File: src/rtl/mem_pkg.sv
// rtl/mem_pkg.sv - memory-op codes, LSU FSM states and op classification helpers
package mem_pkg;

  typedef enum logic [3:0] {
    MOP_NONE = 4'd0,
    MOP_LB   = 4'd1,
    MOP_LBU  = 4'd2,
    MOP_LH   = 4'd3,
    MOP_LHU  = 4'd4,
    MOP_LW   = 4'd5,
    MOP_SB   = 4'd6,
    MOP_SH   = 4'd7,
    MOP_SW   = 4'd8
  } memop_e;

  typedef enum logic {
    ST_IDLE = 1'b0,
    ST_WAIT = 1'b1
  } lsu_state_e;

  function automatic logic is_load(input logic [3:0] op);
    return (op == MOP_LB) || (op == MOP_LBU) || (op == MOP_LH) ||
           (op == MOP_LHU) || (op == MOP_LW);
  endfunction

  function automatic logic is_store(input logic [3:0] op);
    return (op == MOP_SB) || (op == MOP_SH) || (op == MOP_SW);
  endfunction

  // Codes 9..15 are unassigned and classify as neither load nor store.
  function automatic logic misaligned(input logic [3:0] op, input logic [1:0] addr_lo);
    logic m;
    case (op)
      MOP_LH, MOP_LHU, MOP_SH: m = addr_lo[0];
      MOP_LW, MOP_SW:          m = |addr_lo;
      default:                 m = 1'b0;
    endcase
    return m;
  endfunction

endpackage

File: src/rtl/lsu_align.sv
// rtl/lsu_align.sv - byte-lane select, store replication and load extraction/extension
module lsu_align
  import mem_pkg::*;
(
  input  logic [3:0]  memop_i,
  input  logic [1:0]  addr_lo_i,
  input  logic [31:0] rt_i,
  input  logic [31:0] rdata_i,
  output logic [3:0]  sel_o,
  output logic [31:0] st_data_o,
  output logic [31:0] ld_data_o
);

  logic [7:0]  byte_v;
  logic [15:0] half_v;

  always_comb begin
    case (addr_lo_i)
      2'd0:    byte_v = rdata_i[7:0];
      2'd1:    byte_v = rdata_i[15:8];
      2'd2:    byte_v = rdata_i[23:16];
      default: byte_v = rdata_i[31:24];
    endcase
    half_v = addr_lo_i[1] ? rdata_i[31:16] : rdata_i[15:0];
  end

  always_comb begin
    sel_o     = 4'b0000;
    st_data_o = rt_i;
    ld_data_o = rdata_i;
    case (memop_i)
      MOP_LB, MOP_LBU, MOP_SB: sel_o = 4'b0001 << addr_lo_i;
      MOP_LH, MOP_LHU, MOP_SH: sel_o = addr_lo_i[1] ? 4'b1100 : 4'b0011;
      MOP_LW, MOP_SW:          sel_o = 4'b1111;
      default:                 sel_o = 4'b0000;
    endcase
    case (memop_i)
      MOP_SB:  st_data_o = {4{rt_i[7:0]}};
      MOP_SH:  st_data_o = {2{rt_i[15:0]}};
      default: st_data_o = rt_i;
    endcase
    case (memop_i)
      MOP_LB:  ld_data_o = {{24{byte_v[7]}}, byte_v};
      MOP_LBU: ld_data_o = {24'd0, byte_v};
      MOP_LH:  ld_data_o = {{16{half_v[15]}}, half_v};
      MOP_LHU: ld_data_o = {16'd0, half_v};
      default: ld_data_o = rdata_i;
    endcase
  end

endmodule

File: src/rtl/mem_lsu_stage.sv
// rtl/mem_lsu_stage.sv - MEM pipeline stage: req/ack data-memory access, alignment
// exceptions, timeout bus errors and the MEM/WB output register
module mem_lsu_stage
  import mem_pkg::*;
#(
  parameter int ADDR_W  = 32,
  parameter int DATA_W  = 32,
  parameter int REG_AW  = 5,
  parameter int TIMEOUT = 15
) (
  input  logic              clk,
  input  logic              rst_n,
  input  logic              valid_i,
  input  logic [3:0]        memop_i,
  input  logic [DATA_W-1:0] wdata_i,
  input  logic [REG_AW-1:0] wd_i,
  input  logic              wreg_i,
  input  logic [ADDR_W-1:0] mem_addr_i,
  input  logic [DATA_W-1:0] reg2_i,
  output logic              dm_req_o,
  output logic              dm_we_o,
  output logic [3:0]        dm_sel_o,
  output logic [ADDR_W-1:0] dm_addr_o,
  output logic [DATA_W-1:0] dm_wdata_o,
  input  logic [DATA_W-1:0] dm_rdata_i,
  input  logic              dm_ack_i,
  output logic              stall_o,
  output logic              wb_valid_o,
  output logic [DATA_W-1:0] wdata_o,
  output logic [REG_AW-1:0] wd_o,
  output logic              wreg_o,
  output logic              exc_o,
  output logic [ADDR_W-1:0] badaddr_o,
  output logic              buserr_o
);

  localparam int CNT_W = $clog2(TIMEOUT + 1);

  lsu_state_e        state_q, state_d;
  logic [CNT_W-1:0]  cnt_q, cnt_d;
  logic              dm_req_q, dm_req_d, dm_we_q, dm_we_d;
  logic [3:0]        dm_sel_q, dm_sel_d;
  logic [ADDR_W-1:0] dm_addr_q, dm_addr_d, badaddr_q, badaddr_d;
  logic [DATA_W-1:0] dm_wdata_q, dm_wdata_d, wdata_q, wdata_d;
  logic              wb_valid_q, wb_valid_d, wreg_q, wreg_d;
  logic [REG_AW-1:0] wd_q, wd_d;
  logic              exc_q, exc_d, buserr_q, buserr_d;
  logic              stall_c;

  logic [3:0]  lane_sel;
  logic [31:0] st_data, ld_data;
  logic        is_mem, mis, go, expire;

  lsu_align u_align (
    .memop_i   (memop_i),
    .addr_lo_i (mem_addr_i[1:0]),
    .rt_i      (reg2_i),
    .rdata_i   (dm_rdata_i),
    .sel_o     (lane_sel),
    .st_data_o (st_data),
    .ld_data_o (ld_data)
  );

  assign is_mem = valid_i && (is_load(memop_i) || is_store(memop_i));
  assign mis    = is_mem && misaligned(memop_i, mem_addr_i[1:0]);
  assign go     = is_mem && !mis;
  // Expiry falls on the WAIT cycle after TIMEOUT ack-less cycles; an ack there still wins.
  assign expire = (cnt_q == CNT_W'(TIMEOUT));

  always_ff @(posedge clk or negedge rst_n) begin
    if (!rst_n) begin
      state_q    <= ST_IDLE;
      cnt_q      <= '0;
      dm_req_q   <= 1'b0;
      dm_we_q    <= 1'b0;
      dm_sel_q   <= 4'b0000;
      dm_addr_q  <= '0;
      dm_wdata_q <= '0;
      wb_valid_q <= 1'b0;
      wdata_q    <= '0;
      wd_q       <= '0;
      wreg_q     <= 1'b0;
      exc_q      <= 1'b0;
      badaddr_q  <= '0;
      buserr_q   <= 1'b0;
    end else begin
      state_q    <= state_d;
      cnt_q      <= cnt_d;
      dm_req_q   <= dm_req_d;
      dm_we_q    <= dm_we_d;
      dm_sel_q   <= dm_sel_d;
      dm_addr_q  <= dm_addr_d;
      dm_wdata_q <= dm_wdata_d;
      wb_valid_q <= wb_valid_d;
      wdata_q    <= wdata_d;
      wd_q       <= wd_d;
      wreg_q     <= wreg_d;
      exc_q      <= exc_d;
      badaddr_q  <= badaddr_d;
      buserr_q   <= buserr_d;
    end
  end

  always_comb begin
    state_d = state_q;
    case (state_q)
      ST_IDLE: if (go) state_d = ST_WAIT;
      ST_WAIT: if (dm_ack_i || expire) state_d = ST_IDLE;
      default: state_d = ST_IDLE;
    endcase
  end

  always_comb begin
    stall_c    = 1'b0;
    cnt_d      = '0;
    dm_req_d   = 1'b0;
    dm_we_d    = dm_we_q;
    dm_sel_d   = dm_sel_q;
    dm_addr_d  = dm_addr_q;
    dm_wdata_d = dm_wdata_q;
    wb_valid_d = 1'b0;
    wdata_d    = '0;
    wd_d       = wd_i;
    wreg_d     = 1'b0;
    exc_d      = 1'b0;
    badaddr_d  = badaddr_q;
    buserr_d   = 1'b0;
    case (state_q)
      ST_IDLE: begin
        if (go) begin
          stall_c    = 1'b1;
          dm_req_d   = 1'b1;
          dm_we_d    = is_store(memop_i);
          dm_sel_d   = lane_sel;
          dm_addr_d  = {mem_addr_i[ADDR_W-1:2], 2'b00};
          dm_wdata_d = st_data;
        end else begin
          wb_valid_d = valid_i;
          wreg_d     = valid_i && wreg_i && !is_mem;
          wdata_d    = is_mem ? '0 : wdata_i;
          if (mis) begin
            exc_d     = 1'b1;
            badaddr_d = mem_addr_i;
          end
        end
      end
      ST_WAIT: begin
        if (dm_ack_i) begin
          wb_valid_d = 1'b1;
          wreg_d     = wreg_i && is_load(memop_i);
          wdata_d    = is_load(memop_i) ? ld_data : '0;
        end else if (expire) begin
          wb_valid_d = 1'b1;
          buserr_d   = 1'b1;
        end else begin
          stall_c  = 1'b1;
          dm_req_d = 1'b1;
          cnt_d    = cnt_q + CNT_W'(1);
        end
      end
      default: ;
    endcase
  end

  // Gated by rst_n so an asserted reset releases upstream even with a held memory op.
  assign stall_o    = rst_n && stall_c;
  assign dm_req_o   = dm_req_q;
  assign dm_we_o    = dm_we_q;
  assign dm_sel_o   = dm_sel_q;
  assign dm_addr_o  = dm_addr_q;
  assign dm_wdata_o = dm_wdata_q;
  assign wb_valid_o = wb_valid_q;
  assign wdata_o    = wdata_q;
  assign wd_o       = wd_q;
  assign wreg_o     = wreg_q;
  assign exc_o      = exc_q;
  assign badaddr_o  = badaddr_q;
  assign buserr_o   = buserr_q;

endmodule
File: config.mk
export PLATFORM = sky130hd
export DESIGN_NAME = mem_lsu_stage
export DESIGN_NICKNAME = d
export VERILOG_FILES = /design/src/rtl/mem_pkg.sv /design/src/rtl/lsu_align.sv /design/src/rtl/mem_lsu_stage.sv
export SDC_FILE = /design/constraint.sdc
export NUM_CORES = 1
export LEC_CHECK = 0
export ABC_AREA = 1
export BUFFER_PORTS_ARGS = -buffer_cell sky130_fd_sc_hd__buf_2
export CORE_UTILIZATION = 49
export CTS_CLUSTER_DIAMETER = 60
export DETAILED_ROUTE_END_ITERATION = 16
export PLACE_DENSITY = 0.81
export SLEW_MARGIN = 10
export SYNTH_ARGS = -nofsm -noshare
export SYNTH_HDL_FRONTEND = slang
export SYNTH_SLANG_ARGS = --single-unit
File: constraint.sdc
create_clock -name clk -period 3.7 [get_ports clk]
set_clock_uncertainty 0.1 [all_clocks]
set_input_delay 0.555 -clock clk [delete_from_list [all_inputs] [get_ports clk]]
set_output_delay 0.555 -clock clk [all_outputs]
set_load 0.005 [all_outputs]
* Yosys cells after proc, flatten, opt, wreduce, memory -nomap -nowiden *
Index checks and enable logic that the tools add are counted.

word-level totals
  flip-flop bits (word level) = 146
  word-level logic and storage cells = 86

cells by class
  $add $sub $neg = 1
  eq/ne operators = 11
  shift-type cells = 1
  multiplexer cells = 33
  bitwise logic cells = 2
  reductions and logical operators = 24

operator list
  cell                 number
  $mux 32              4
  $pmux 32 s2          2
  $pmux 32 s4          1
  $pmux 8 s3           1
  $eq 4x3->1 const B   4
  $mux 16              1
  $mux 4               4
  $mux 1               14
  $pmux 4 s3           1
  $pmux 1 s2           5
  $eq 4x2->1 const B   2
  $eq 4x4->1 const B   2
  $logic_or 1x1->1     8
  $logic_and 1x1->1    7
  $reduce_or 3->1      2
  $add 4x1->4 const B  1
  $eq 4x1->1 const B   1
  $reduce_or 2->1      2
  $shl 1x2->4 const A  1
  $reduce_and 3->1     1
  $eq 2x1->1 const B   1
  $eq 2x2->1 const B   1
  $logic_not 1->1      2
  $logic_not 2->1      1
  2 further kinds      3

* Longest topological paths before layout *
Gate-level depths: netlist of the first run.

  word-level depth = 13
  mapped depth = 13

* By module *
From an unflattened synthesis of the first run, not the netlist that was laid out.

second synthesis, totals
  cells, all modules = 980
  area total of the unflattened synthesis = 7,607.3 sq um

by module, submodules not included
  module         times used  cells each  area an instance (sq um)  seq. area each (sq um)
  mem_lsu_stage  1           655         5,998.3                   3,628.5
  lsu_align      1           325         1,609.0                   0.0

* Least setup slack after synthesis of the first run *
No wires, ideal clock.

  path kind = input-to-output
  start point = in memop_i[2]
  end point = out stall_o
  arrival = 1.558 ns
  required time = 3.045 ns
  slack = 1.487 ns
  stages on the path = 11
  path buffers = 2
  path through = inv_2 > nor2_4 > buf_4 > nand2_2 > nand2_1 > inv_2 > nand2_1 > nand2_2 > nand2_2 > buf_2 > a21oi_1

on the way
  cells in the longest elaborated chain, start to end = 13
  elaborated cells between the ends (all ways) = 25
  those cells by class = eq/ne (8); mux (3); reduce/logical (14)

RTL lines
  element                                   RTL line              RTL
  start, declared                           mem_lsu_stage.sv:14   input logic [3:0] memop_i,
  $eq 4x1->1 or $eq 4x2->1 (tied branches)  mem_pkg.sv:22         return (op == MOP_LB) || (op == MOP_LBU) || (op == MOP_LH) ||
  $logic_or 1x1->1 (3 in a row)             mem_pkg.sv:22
  $logic_or 1x1->1                          mem_pkg.sv:23         (op == MOP_LHU) || (op == MOP_LW);
  $logic_or 1x1->1                          mem_lsu_stage.sv:64   assign is_mem = valid_i && (is_load(memop_i) || is_store(memop_i));
  $logic_and 1x1->1                         mem_lsu_stage.sv:64
  $logic_and 1x1->1                         mem_lsu_stage.sv:65   assign mis = is_mem && misaligned(memop_i, mem_addr_i[1:0]);
  $logic_not 1->1                           mem_lsu_stage.sv:66   assign go = is_mem && !mis;
  $logic_and 1x1->1 (*)                     mem_lsu_stage.sv:66
  $mux 1 (*)                                mem_lsu_stage.sv:130  if (go) begin
  $pmux 1 s2 (*)                            mem_lsu_stage.sv:128  case (state_q)
  $logic_and 1x1->1 (*)                     mem_lsu_stage.sv:166  assign stall_o = rst_n && stall_c;
  end, declared                             mem_lsu_stage.sv:27   output logic stall_o,

Every way passes the cells marked *; elsewhere a longest branch is shown, timed or not.

* Worst setup path after layout of the first run *
  start point = in memop_i[3]
  end point = out stall_o

Same word-level chain as after synthesis.

==> results of run 1 <==
[sequential cells by signal, summed over array words and instances, names as in the netlist]
register,cells
dm_sel_o,4
dm_req_o,1
dm_wdata_o,32
dm_addr_o,30
buserr_o,1
wreg_o,1
cnt_q,4
dm_we_o,1
wd_o,5
wb_valid_o,1
exc_o,1
badaddr_o,32
wdata_o,32
[cell usage in the layout (no fill, tap or decap)]
cell type / n
inv_2: 5
nor2_4: 2
o21ai_2: 1
inv_1: 39
inv_6: 4
buf_4: 10
nand2_2: 5
nor3_1: 1
o21ai_1: 1
a21boi_0: 1
o211ai_1: 6
inv_8: 1
clkbuf_8: 1
clkinvlp_4: 2
buf_12: 1
o21ai_0: 24
xor2_1: 1
clkinv_4: 2
conb_1: 2
clkbuf_1: 1
a21oi_1: 30
buf_2: 282
nand3_2: 2
buf_6: 1
ha_1: 1
bufinv_16: 4
nor2_2: 1
nand3_1: 135
nand2_1: 407
clkbuf_16: 17
nor2_1: 57
dfrtp_1: 145
[worst reg2reg max path, delay by kind of cell, from the launching register on]
kind          cells  cell delay, ps
flops             1             430
simple gates      5             930
buf+inv           2             540
[per-stage QoR]
step | util (%) | std cells | instance area, sq um | setup WS, ps | power, W
floorplan | - | 918 | 6950 | 1490 | 0.00276
global placement | 60.5 | 1340 | 8400 | 859 | 0.00341
detailed placement | 60.5 | 1340 | 8400 | 749 | 0.00345
CTS | 65.2 | 1372 | 9050 | 799 | 0.00533
global route | 65.2 | 1372 | 9050 | 568 | 0.00560
finish | 65.2 | 1372 | 9050 | 820 | 0.00530
[metal layers]
metal | vias to the layer above | track usage [%] | share of wire, %
met5 | - | 0 | 0
met4 | 0 | 10.5 | 2.2
met3 | 36 | 7.52 | 9.5
met2 | 361 | 47.8 | 48
met1 | 3372 | 36.3 | 40
li1 | 3423 | - | -
[path summary, 6_finish.rpt]
check                                   from       endpoint  slack (ps)  cells after the start
worst max-delay path              memop_i[3]        stall_o         820                      9
worst min-delay path                 wd_i[2]        wd_o[2]         140                      1
worst max register to register      dm_req_o  dm_addr_o[12]        1580                      7
worst min register to register  badaddr_o[0]   badaddr_o[0]         360                      2
max in group asynchronous              rst_n     wdata_o[1]        2790                      2
min in group asynchronous              rst_n  dm_addr_o[30]         170                      2
[cell type report]
cell class | count | area (sq um) | area share (%)
clock buffers | 19 | 443 | 4.90
multi-input cells | 677 | 2870 | 31.7
well taps | 180 | 225 | 2.49
flip-flops and latches | 145 | 3630 | 40.1
clock inverters | 13 | 199 | 2.20
repair buffers | 294 | 1520 | 16.8
inverters | 44 | 165 | 1.83
[cell families (layout without fill, tap and decap cells)]
logic type	Yosys count	in the layout	synth area share [%]
xor gates and xnor gates	1	1	0.126
other	1	2	0.0540
buffers and inverters	96	370	6.59
adders and majority gates	1	1	0.180
and+or+nand+nor	610	610	36.0
AOI/OAI and AO/OA	63	63	4.84
DFF	145	145	52.2
[power breakdown]
group / switching, W / total (W) / internal, W
clock network: 0.000701 / 0.00186 / 0.00116
registers: 0.000217 / 0.00221 / 0.00199
logic: 0.000700 / 0.00123 / 0.000529
total: 0.00162 / 0.00530 / 0.00368
==> out/metrics.cfg, run 1 <==
[synth]
synth_seq_cells=145
synthFlopType=dfrtp_1
synth_top_area_share_pct=52.2
synth_most_common_cell=nand2_1
syn-cell-area_sq_mm=0.00695
synth_common_cells=407 x nand2_1, 145 x dfrtp_1, 135 x nand3_1
synth_edf_count=0
ys_types=25
async_reset_ff_share_pct=100
synth_warnings=0
synth_area_leaders=dfrtp_1 52%, nand2_1 22%, nand3_1 9.7%
yosysTopAreaCell=dfrtp_1
syn_inst=917
syn_avg_cell_area_sq_um=7.58
synth-seq-area-share_pct=52.2

[sta]
hold_viol=0
rsz0062_at_grt=no
holdWs_ps=141
min_period_ps=2880
setup_tns_ps=0
fmaxAchievable_mhz=347
maxSlewHeadroom_pct=30.4
slew_viol_final=0
setup_viol=0
tightest_slew_ps=1040
period_share_pct=77.8

[worst_setup_path]
critPathRequiredTime_ps=3040
critPathTopFamily=simple AND/OR/NAND/NOR gates
arrival_ps=2230
crit_path_max_fanout=17
crit_buf_inv=2
cpMaxStageDelayCell=nor2_4
cp-end-kind=primary output
cpPeakStageDelay_ps=340
cp_cell_sequence=buf_2 -> nor2_4 -> nand2_1 -> nand3_1 -> nor2_2 -> nor2_4 -> nand2_2 -> a21oi_1 -> buf_2
path_class=in2out
critPathLaunchType=primary input

[layout]
final.fill_count=1209
n_antenna_cell=0
synthToLayoutAreaGrowth_pct=30.2
drive_gt1_share_pct=28.6
fin_nets=1322

[drt]
drtIter0Drc=563
wl_per_cell_um=15.2
vias=7192
wirelength_um=20800
drtPass1Iterations=7
viasPerCell=5.24
ant_nets=0
route.detailed.drc=0

[global_routing]
gr-usage-all-layers_pct=28.9
gr-total-overflow=0
grt_pass1_wl_um=32600
grt_pass1_vias=6600
grt_max_degree=146
antenna_found_initial=0

[floorplanning]
die_h_um=121
ioPinCount=286
dieArea_sq_mm=0.0147
start_util_pct=50.1
rows=43
die_w_um=121
coreArea_sq_mm=0.0139

[placed_design]
routabilityCongestion=0.895
port_buffers=283
hpwl_um=14700

[cts]
cts_sinks=145
ctsHoldBuffers=0
clkTransAtPathRegs_ps=60
cts_tree=done
clockBufferDepth=2
post_cts_buffers=0
clkLatencyLatePin_ps=420
cts_resized=0
clockRootBuffer=clkbuf_16
cts_buffers=17
cts_max_level=4

[power_and_ir_drop]
max-vdd-ir-drop_mv=0.284
power_density_mw_per_mm2=586
p_leak_nw=5.35

[run_status]
status=finished clean

[worst_hold_path]
hold_class=in2reg

[run]
drv_cap=0

(Power assumes the default switching activity.)
==> run 2, diff against run 1 <==
--- a/config.mk
+++ b/config.mk
@@ -7,10 +7,10 @@
 export LEC_CHECK = 0
 export ABC_AREA = 1
 export BUFFER_PORTS_ARGS = -buffer_cell sky130_fd_sc_hd__buf_2
-export CORE_UTILIZATION = 49
+export CORE_UTILIZATION = 44
 export CTS_CLUSTER_DIAMETER = 60
 export DETAILED_ROUTE_END_ITERATION = 16
-export PLACE_DENSITY = 0.81
+export PLACE_DENSITY = 0.77
 export SLEW_MARGIN = 10
 export SYNTH_ARGS = -nofsm -noshare
 export SYNTH_HDL_FRONTEND = slang
==> constraint.sdc (replaced) <==
create_clock -name clk -period 2.45 [get_ports clk]
set_clock_uncertainty 0.1 [all_clocks]
set_input_delay 0.3675 -clock clk [delete_from_list [all_inputs] [get_ports clk]]
set_output_delay 0.3675 -clock clk [all_outputs]
set_load 0.005 [all_outputs]
==> run 2 against run 1 <==
Effect of this change:
- the flow now finishes with violations (hold timing)
- flip-flop and latch count did not move
- first-iteration DRC count down 4.1%
- die area grew 11%
- sequential power up 49%
- final area grew 1.4%
- combinational power rose by 52%
- clock power grew 34%
- critical path depth unchanged
- cell count up 3.1%
- worst hold slack worse by 220 ps
- highest routed layer unchanged
==> out/metrics.cfg, run 2 (same netlist as run 1, synthesis figures left out) <==
[power_and_ir_drop]
power_w=0.00768  ; +45%
p_leak_nw=5.38  ; +0.65%
max-vdd-ir-drop_mv=0.485  ; +71%
power_density_mw_per_mm2=837  ; +43%

[run_status]
status=finished with violations
violations=hold timing

[sta]
hold_viol=34  ; +34
slew_viol_final=0  ; unchanged
setup_slack_ps=221  ; -599 ps
setup_tns_ps=0  ; unchanged
rsz0062_at_grt=no
period_share_pct=91.0
fmaxAchievable_mhz=449
maxSlewHeadroom_pct=43.6  ; +13 points
min_period_ps=2230
holdWs_ps=-77.6  ; -218 ps
setup_viol=0  ; unchanged
tightest_slew_ps=846  ; -195 ps

[floorplanning]
ioPinCount=286  ; unchanged
start_util_pct=45.4  ; -4.7 points
die_w_um=128  ; +5.4%
rows=45  ; +4.7%
dieArea_sq_mm=0.0163  ; +11%
coreArea_sq_mm=0.0153  ; +10%
die_h_um=128  ; +5.4%

[worst_setup_path]
critPathRequiredTime_ps=1980  ; -1060 ps
arrival_ps=1760  ; -470 ps
worstRegToRegCells=8  ; +1
cp-end-kind=primary output
reg2reg_setup_slack_ps=570  ; -1010 ps
path_class=in2out
r2r_start=dm_req_o
crit_path_max_fanout=13  ; -4
critPathLaunchType=primary input
regToRegEndpoint=badaddr_o[13]
setup.worst_path.start=memop_i[3]

[cts]
clockBufferDepth=2  ; unchanged
cts_sinks=145  ; unchanged
cts_tree=done
post_cts_buffers=0  ; unchanged
clkTransAtPathRegs_ps=60  ; about the same
cts_max_level=4  ; unchanged
clkLatencyLatePin_ps=420  ; about the same
clockRootBuffer=clkbuf_16
cts_buffers=17  ; unchanged

[placed_design]
port_buffers=283  ; unchanged
placed_area_sq_mm=0.00855  ; +1.7%
routabilityCongestion=0.926  ; +3.4%
hpwl_um=15000  ; +1.7%
post-place-ws_ps=151  ; -597 ps
place_inst=1378  ; +2.8%

[layout]
n_antenna_cell=0  ; unchanged
drive_gt1_share_pct=28.7  ; +0.047 points
fin_nets=1334  ; +0.91%
final_area_sq_mm=0.00917  ; +1.4%
layout_commonest_cell=nand2_1
stdcell_count=1415  ; +3.1%
final_cell_mix=407 x nand2_1, 282 x buf_2, 145 x dfrtp_1, 135 x nand3_1, 57 x nor2_1
synthToLayoutAreaGrowth_pct=31.9
final.fill_count=1427  ; +18%

[global_routing]
antenna_found_initial=1  ; +1
grt_max_degree=146  ; unchanged
gr-usage-all-layers_pct=26.3  ; -2.5 points
grt_pass1_vias=6733  ; +2.0%
gr-total-overflow=0  ; unchanged
grt_pass1_wl_um=33100  ; +1.6%

[drt]
drtPass1Iterations=5  ; -2
wirelength_um=21200  ; +1.7%
ant_nets=0  ; unchanged
vias=7100  ; -1.3%
viasPerCell=5.02  ; -4.3%
wl_per_cell_um=14.9  ; -1.4%
route.detailed.drc=0  ; unchanged
drtIter0Drc=540  ; -4.1%

[run]
drv_cap=0  ; unchanged

[worst_hold_path]
hold_class=in2async

-- run 2: cell types whose count changed in the layout (fill, tap and decap cells not counted), sizes merged --
cell | before | now
dlygate4sd3 | 0 | 5
inv | 49 | 48
bufinv | 4 | 1
clkbuf | 19 | 23
buf | 294 | 301
-- run 2: area by class of cell --
type / instances / area (sq um) / area share, %
multi-input cells: 677 / 2880 / 31.4
inverters: 44 / 165 / 1.80
well taps: 211 / 264 / 2.88
clock inverters: 9 / 97.6 / 1.06
clock buffers: 23 / 468 / 5.10
flip-flops and latches: 145 / 3630 / 39.6
repair buffers: 306 / 1670 / 18.2
-- run 2: routing by layer --
metal | up-vias | routed length, um | track usage (%)
met1 | 3296 | 8600 | 32.2
met2 | 327 | 10200 | 44.4
met3 | 33 | 1940 | 8.18
met4 | 0 | 429 | 8.72
li1 | 3444 | - | -
met5 | - | 0 | 0
-- run 2: worst max-delay path, cell delays in order --
cell and delay (ps):
buf_2 130, nor2_4 270, nand2_1 180, nand3_1 160
nor2_2 70, nor2_4 160, nand2_2 100, a21oi_1 170
buf_2 140
-- run 2: where the power goes --
group	internal [W]	total, W	switching (W)
clock network	0.00147	0.00250	0.00104
registers	0.00300	0.00330	0.000305
logic	0.000817	0.00187	0.00106
total	0.00528	0.00768	0.00240
-- run 2: stage by stage --
step | hold WS [ps] | util, %
3_3_place_gp | 349 | 55.8
4_1_cts | 24.6 | 59.8
5_1_grt | 28.0 | 59.9
6_report | -77.6 | 59.9
2_1_floorplan | -28.1 | -
3_5_place_dp | 353 | 55.8
-- run 2: how the worst max path moves through the flow --
stage	to	slack, ps	depth (start not counted)
floorplan	stall_o	610	11
global placement	badaddr_o[5]	240	11
detailed placement	badaddr_o[13]	150	11
CTS	stall_o	250	9
global route	stall_o	90	9
finish	stall_o	220	9
-- run 2: timing repair --
item | in CTS | in global routing
gates resized for setup | 0 | 0
hold endpoints to repair | 5 | 0
hold buffers | 5 | 0
